**config.mk**
```make
export PLATFORM = sky130hd
export DESIGN_NAME = bus_response_mux
export DESIGN_NICKNAME = d
export VERILOG_FILES = /design/src/rtl/xoro_bus_pkg.sv /design/src/rtl/onehot_to_index.sv /design/src/rtl/bus_response_mux.sv
export SDC_FILE = /design/constraint.sdc
export NUM_CORES = 1
export LEC_CHECK = 0
export CORE_AREA = 4 4 117 119
export DETAILED_ROUTE_END_ITERATION = 16
export DIE_AREA = 0 0 121 123
export MAX_ROUTING_LAYER = met4
export PLACE_DENSITY = 0.74
export SYNTH_ARGS = -nofsm -noshare
export SYNTH_HDL_FRONTEND = slang
export SYNTH_SLANG_ARGS = --single-unit
```
**constraint.sdc**
```tcl
create_clock -name clk -period 4.4 [get_ports clk]
set_input_delay 0.88 -clock clk [delete_from_list [all_inputs] [get_ports clk]]
set_output_delay 0.88 -clock clk [all_outputs]
set_load 0.01 [all_outputs]
```
**src/rtl/xoro_bus_pkg.sv**
```systemverilog
// Shared bus-response definitions: FSM state encoding, default sizing, device indices.
package xoro_bus_pkg;

    typedef enum logic [1:0] {
        ST_IDLE = 2'd0,
        ST_WAIT = 2'd1,
        ST_RESP = 2'd2
    } state_t;

    localparam int          NUM_DEVS_DEF   = 8;
    localparam logic [31:0] ERROR_DATA_DEF = 32'hDEADBEEF;

    localparam int DEV_0   = 0;
    localparam int DEV_1   = 1;
    localparam int DEV_2   = 2;
    localparam int DEV_3   = 3;
    localparam int DEV_4   = 4;
    localparam int DEV_5   = 5;
    localparam int DEV_6   = 6;
    localparam int DEV_RAM = 7;

endpackage

```
**src/rtl/onehot_to_index.sv**
```systemverilog
// One-hot to binary index encoder; valid is high only when exactly one bit is set.
module onehot_to_index #(
    parameter int N     = 8,
    parameter int IDX_W = $clog2(N)
) (
    input  logic [N-1:0]     onehot,
    output logic [IDX_W-1:0] index,
    output logic             valid
);

    always_comb begin
        index = '0;
        for (int i = 0; i < N; i++) begin
            if (onehot[i]) begin
                index = index | IDX_W'(i);
            end
        end
        valid = $onehot(onehot);
    end

endmodule

```
**src/rtl/bus_response_mux.sv**
```systemverilog
// Returns one registered response per CPU request from the device selected at request start.
// Optional BUS_TIMEOUT_EN: a stalled WAIT forces an error response after TIMEOUT_CYCLES.
module bus_response_mux
    import xoro_bus_pkg::*;
#(
    parameter int                 NUM_DEVS       = NUM_DEVS_DEF,
    parameter int                 DATA_W         = 32,
    parameter int                 TIMEOUT_CYCLES = 255,
    parameter logic [DATA_W-1:0]  ERROR_DATA     = DATA_W'(ERROR_DATA_DEF)
) (
    input  logic                       clk,
    input  logic                       reset,
    input  logic                       mem_valid,
    input  logic [NUM_DEVS-1:0]        enables,
    input  logic [NUM_DEVS-1:0]        dev_ready,
    input  logic [NUM_DEVS*DATA_W-1:0] dev_rdata,
    output logic                       mem_ready,
    output logic [DATA_W-1:0]          mem_rdata,
    output logic                       bus_error
);

    localparam int IDX_W = $clog2(NUM_DEVS);

    localparam logic [1:0] IDLE = ST_IDLE;
    localparam logic [1:0] WAIT = ST_WAIT;
    localparam logic [1:0] RESP = ST_RESP;

    logic [1:0]        state;
    logic [IDX_W-1:0]  sel;
    logic [IDX_W-1:0]  req_idx;
    logic              req_onehot;
    logic [DATA_W-1:0] sel_rdata;

`ifdef BUS_TIMEOUT_EN
    localparam int               CNT_W   = $clog2(TIMEOUT_CYCLES + 1);
    localparam logic [CNT_W-1:0] CNT_MAX = CNT_W'(TIMEOUT_CYCLES);
    logic [CNT_W-1:0] count;
`endif

    onehot_to_index #(
        .N     (NUM_DEVS),
        .IDX_W (IDX_W)
    ) u_enc (
        .onehot (enables),
        .index  (req_idx),
        .valid  (req_onehot)
    );

    assign sel_rdata = dev_rdata[sel*DATA_W +: DATA_W];

    always_ff @(posedge clk or posedge reset) begin
        if (reset) begin
            state     <= IDLE;
            sel       <= '0;
            mem_ready <= 1'b0;
            mem_rdata <= '0;
            bus_error <= 1'b0;
`ifdef BUS_TIMEOUT_EN
            count     <= '0;
`endif
        end else begin
            // Completion flags are pulses: only the cycle spent in RESP carries them.
            mem_ready <= 1'b0;
            bus_error <= 1'b0;
            case (state)
                IDLE: begin
                    if (mem_valid) begin
                        sel <= req_idx;
                        if (req_onehot) begin
                            state <= WAIT;
`ifdef BUS_TIMEOUT_EN
                            count <= '0;
`endif
                        end else begin
                            state     <= RESP;
                            mem_ready <= 1'b1;
                            bus_error <= 1'b1;
                            mem_rdata <= ERROR_DATA;
                        end
                    end
                end
                WAIT: begin
                    if (!mem_valid) begin
                        state <= IDLE;
                    end else if (dev_ready[sel]) begin
                        state     <= RESP;
                        mem_ready <= 1'b1;
                        mem_rdata <= sel_rdata;
                    end
`ifdef BUS_TIMEOUT_EN
                    // Ready is checked first so a response on the final cycle still wins.
                    else if (count == CNT_MAX) begin
                        state     <= RESP;
                        mem_ready <= 1'b1;
                        bus_error <= 1'b1;
                        mem_rdata <= ERROR_DATA;
                    end else begin
                        count <= count + 1'b1;
                    end
`endif
                end
                RESP:    state <= IDLE;
                default: state <= IDLE;
            endcase
        end
    end

endmodule

```
==> results of run 1 <==
## placed cells by master (no fill, tap or decap)
cell type	n
sky130_fd_sc_hd__and4b_2	1
sky130_fd_sc_hd__nor2_1	31
sky130_fd_sc_hd__clkinv_2	3
sky130_fd_sc_hd__buf_4	5
sky130_fd_sc_hd__dfrtp_4	1
sky130_fd_sc_hd__nor4_1	1
sky130_fd_sc_hd__inv_1	12
sky130_fd_sc_hd__clkbuf_16	5
sky130_fd_sc_hd__dfrtp_1	36
sky130_fd_sc_hd__mux2i_1	64
sky130_fd_sc_hd__nand2_1	8
sky130_fd_sc_hd__nand2b_1	2
sky130_fd_sc_hd__inv_4	1
sky130_fd_sc_hd__clkdlybuf4s50_1	308
sky130_fd_sc_hd__fa_1	4
sky130_fd_sc_hd__a31oi_1	2
sky130_fd_sc_hd__inv_2	1
sky130_fd_sc_hd__a21oi_1	2
sky130_fd_sc_hd__mux4_2	65
sky130_fd_sc_hd__nor3b_1	1
sky130_fd_sc_hd__mux2_4	1
sky130_fd_sc_hd__dfrtp_2	2
sky130_fd_sc_hd__ha_1	8
sky130_fd_sc_hd__mux2_1	3
sky130_fd_sc_hd__nor4b_2	1
sky130_fd_sc_hd__nor2b_1	1
## stage by stage
step           hold slack [ns]  cells  area (µm²)  setup WS (ns)  utilization
2_1_floorplan            0.545    274        3730          0.318            -
3_3_place_gp             0.514    733        6930        -0.0764        0.551
3_5_place_dp             0.520    733        6930         -0.215        0.551
4_1_cts                  0.532    741        7070         0.0875        0.562
5_1_grt                  0.563    741        7070         0.0380        0.563
6_report                 0.526    741        7070          0.271        0.563
## area by class of cell
type | instances | area share
timing repair buffer | 313 | 0.441
multi-input combinational | 195 | 0.362
sequential | 39 | 0.139
tap | 172 | 0.0304
clock buffer | 5 | 0.0177
inverter | 14 | 0.00778
clock inverter | 3 | 0.00212
## sequential cells by signal, summed over array words and instances, names as in the netlist
register,flops
bus_error,1
mem_ready,1
mem_rdata,32
state,2
sel,3
## power by group
group / internal (W) / total (W) / switching, W
sequential: 0.000415 / 0.000464 / 0.0000491
clock: 0.000207 / 0.000351 / 0.000144
combinational: 0.000579 / 0.000917 / 0.000339
## cell families (layout without fill, tap and decap cells)
family / count (synthesis) / count (layout) / synth area share
compound gates: 4 / 4 / 0.00604
fa+ha+maj: 12 / 12 / 0.0484
buf+inv: 40 / 335 / 0.0527
flops: 39 / 39 / 0.262
mux: 133 / 133 / 0.578
simple gates: 46 / 46 / 0.0531
## final timing paths
check	slack, ns	cells past startpoint	to	startpoint
setup / recovery	0.27	14	mem_rdata[12]	enables[3]
hold / removal	0.53	2	mem_rdata[22]	mem_rdata[22]
setup reg to reg	1.69	4	mem_rdata[23]	sel[0]
hold reg to reg	0.53	2	mem_rdata[22]	mem_rdata[22]
max in group asynchronous	2.67	2	sel[0]	reset
min in group asynchronous	1.11	2	mem_rdata[4]	reset
## critical path: stages
cell                              delay [ns]
sky130_fd_sc_hd__clkdlybuf4s50_1        0.50
sky130_fd_sc_hd__inv_1                  0.05
sky130_fd_sc_hd__ha_1                   0.27
sky130_fd_sc_hd__inv_1                  0.05
sky130_fd_sc_hd__fa_1                   0.44
sky130_fd_sc_hd__fa_1                   0.51
sky130_fd_sc_hd__inv_1                  0.04
sky130_fd_sc_hd__ha_1                   0.19
sky130_fd_sc_hd__fa_1                   0.49
sky130_fd_sc_hd__nor4b_2                0.25
sky130_fd_sc_hd__nand2b_1               0.21
sky130_fd_sc_hd__inv_4                  0.14
sky130_fd_sc_hd__nor2_1                 0.14
sky130_fd_sc_hd__mux2i_1                0.08
## routing by layer
layer  vias to the layer above  track usage
met2                       178        0.372
li1                       1658            -
met5                         -            -
met3                        14       0.0544
met1                      1769        0.206
met4                         0       0.0425
==> reports/results.tsv, run 1 <==
stage	metric	value	unit
logic_synthesis	syn_nets	561	
timing	fmax	0.242	GHz
clock_network	cts_tree	yes	
detailed_routing	routed-wl-met2	8.13	mm
detailed_routing	topRoutingLayerUsed	met4	
final_layout	antennaDiodeCount	0	
clock_network	cts.repair.resized	0	
clock_network	clock_insertion_delay_worst_skew	0.28	ns
detailed_routing	remaining_drc_errors	0	
timing	final_min_period_over_clock_period	0.938	
logic_synthesis	synth.top_cells.by_count	65 x sky130_fd_sc_hd__mux4_2, 64 x sky130_fd_sc_hd__mux2i_1, 39 x sky130_fd_sc_hd__dfrtp_1, 31 x sky130_fd_sc_hd__nor2_1, 13 x sky130_fd_sc_hd__inv_1	
floorplan	initial_utilization	0.296	
global_routing	grt_usage	0.198	
final_layout	regArea	982	µm²
clock_network	cts-htree-levels	2	
clock_network	clockRootBuffer	sky130_fd_sc_hd__clkbuf_16	
global_routing	grt-ovfl-total	0	
global_routing	grt_pass1_vias	4266	
detailed_routing	first_iter_violations	144	
logic_synthesis	synthesis.yosys.warnings	0	
place	place.port_buffers	308	
logic_synthesis	synth_top_cell_area_share	0.393	
floorplan	chipHeight	123	µm
status	status	finished clean	
power	power-per-cell-area	245	mW/mm²
timing	worst_slew_pin_slew	1.09	ns
timing	fin_crit	4.13	ns
logic_synthesis	synth-seq-area-share	0.262	
final_layout	multi_input_comb_area	0.00256	mm²
logic_synthesis	netlist_top_cells_area	sky130_fd_sc_hd__mux4_2 39%, sky130_fd_sc_hd__dfrtp_1 26%, sky130_fd_sc_hd__mux2i_1 17%, sky130_fd_sc_hd__nor2_1 3.1%, sky130_fd_sc_hd__ha_1 2.7%	
detailed_routing	route.antenna.remaining_nets	0	
floorplan	placementRows	41	
logic_synthesis	postSynth.topFlopCell	sky130_fd_sc_hd__dfrtp_1	
global_routing	pin_count_of_the_biggest_net_entering_global_routing	66	
job	timing.max_cap.violations	0	
floorplan	die_area	0.0149	mm²
logic_synthesis	synth_area_per_cell	13.6	µm²
critical_path	worstSetupEndpointType	flop	
floorplan	die_width	121	µm
logic_synthesis	ys_seq_elements	39	
clock_network	hold_buffers	0	
timing	worst_slew_margin_rel	0.275	
detailed_routing	drt_wl_total	14.7	mm
logic_synthesis	synthMostInstantiatedCell	sky130_fd_sc_hd__mux4_2	
timing	number_of_failing_hold_endpoints_at_the_final_stage	0	
timing	finalSetupViolations	0	
critical_path	worst-endpoint-arrival	4.25	ns
detailed_routing	firstDrtPassIters	4	
detailed_routing	vias	3619	
logic_synthesis	synth_enable_flop_cells	0	
timing	finClkSkew	0.00875	ns
clock_network	cts_buffer_depth	2	
clock_network	cts-buffers-inserted	5	
timing	rsz_0062_raised_after_global_routing	no	
critical_path	crit_fanout	25	
floorplan	io-pin-count	309	
global_routing	grt_first_pass_wirelength	22.1	mm
timing	slew_violations	0	
timing	timing.setup.tns	0	ns
detailed_routing	vias_per_cell	4.88	
hold_path	timing.hold.worst.class	flop to flop	
critical_path	cp_data_required_time	4.52	ns
critical_path	worstSetupPathType	primary input to flop	
logic_synthesis	synth.lib_cells_used.distinct	23	
final_layout	finalNetCount	855	
clock_network	post-cts-setup-buffers	0	
critical_path	timing.critical_path.from_type	primary input	
power	cellLeakagePower	2.83	nW
detailed_routing	wl_met3	1.21	mm
logic_synthesis	syn_inst	274	
floorplan	fp.coreArea	0.0126	mm²
logic_synthesis	synthesized_area	0.00373	mm²
detailed_routing	routedLengthMet1	5.17	mm
detailed_routing	routed_wire_length_per_instance	19.8	µm
final_layout	filler_cell_count	1081	
final_layout	layout-area-overhead-vs-synth	89.9	%
place	gp_congestion	0.799	
power	irDropWorstVdd	0.128	mV
clock_network	clkSinkCount	39	
clock_network	worst_setup_hold_path_clk_slew	0.06	ns
logic_synthesis	post-synth-top-area-cell	sky130_fd_sc_hd__mux4_2	
logic_synthesis	proportion_of_register_bits_with_asynchronous_set_or_reset_after_synthesis	1.00	
global_routing	grt_antenna_before_repair	0	
place	place.detailed.hpwl	12.2	mm
final_layout	drive_above_1_share	0.151	
power	total_power	0.00173	W
(Power assumes the default switching activity.)
==> inputs of run 2 (changes only) <==
Settings changed: ABC_CLOCK_PERIOD_IN_PS from default to 4400.
==> results of run 2 <==
Same layout as run 1: the final DEF is identical, and so are final timing and power.
==> inputs of run 3 (changes only) <==
Settings changed: CAP_MARGIN from default to 10.
==> results of run 3 <==
Same layout as run 1: the final DEF is identical, and so are final timing and power.
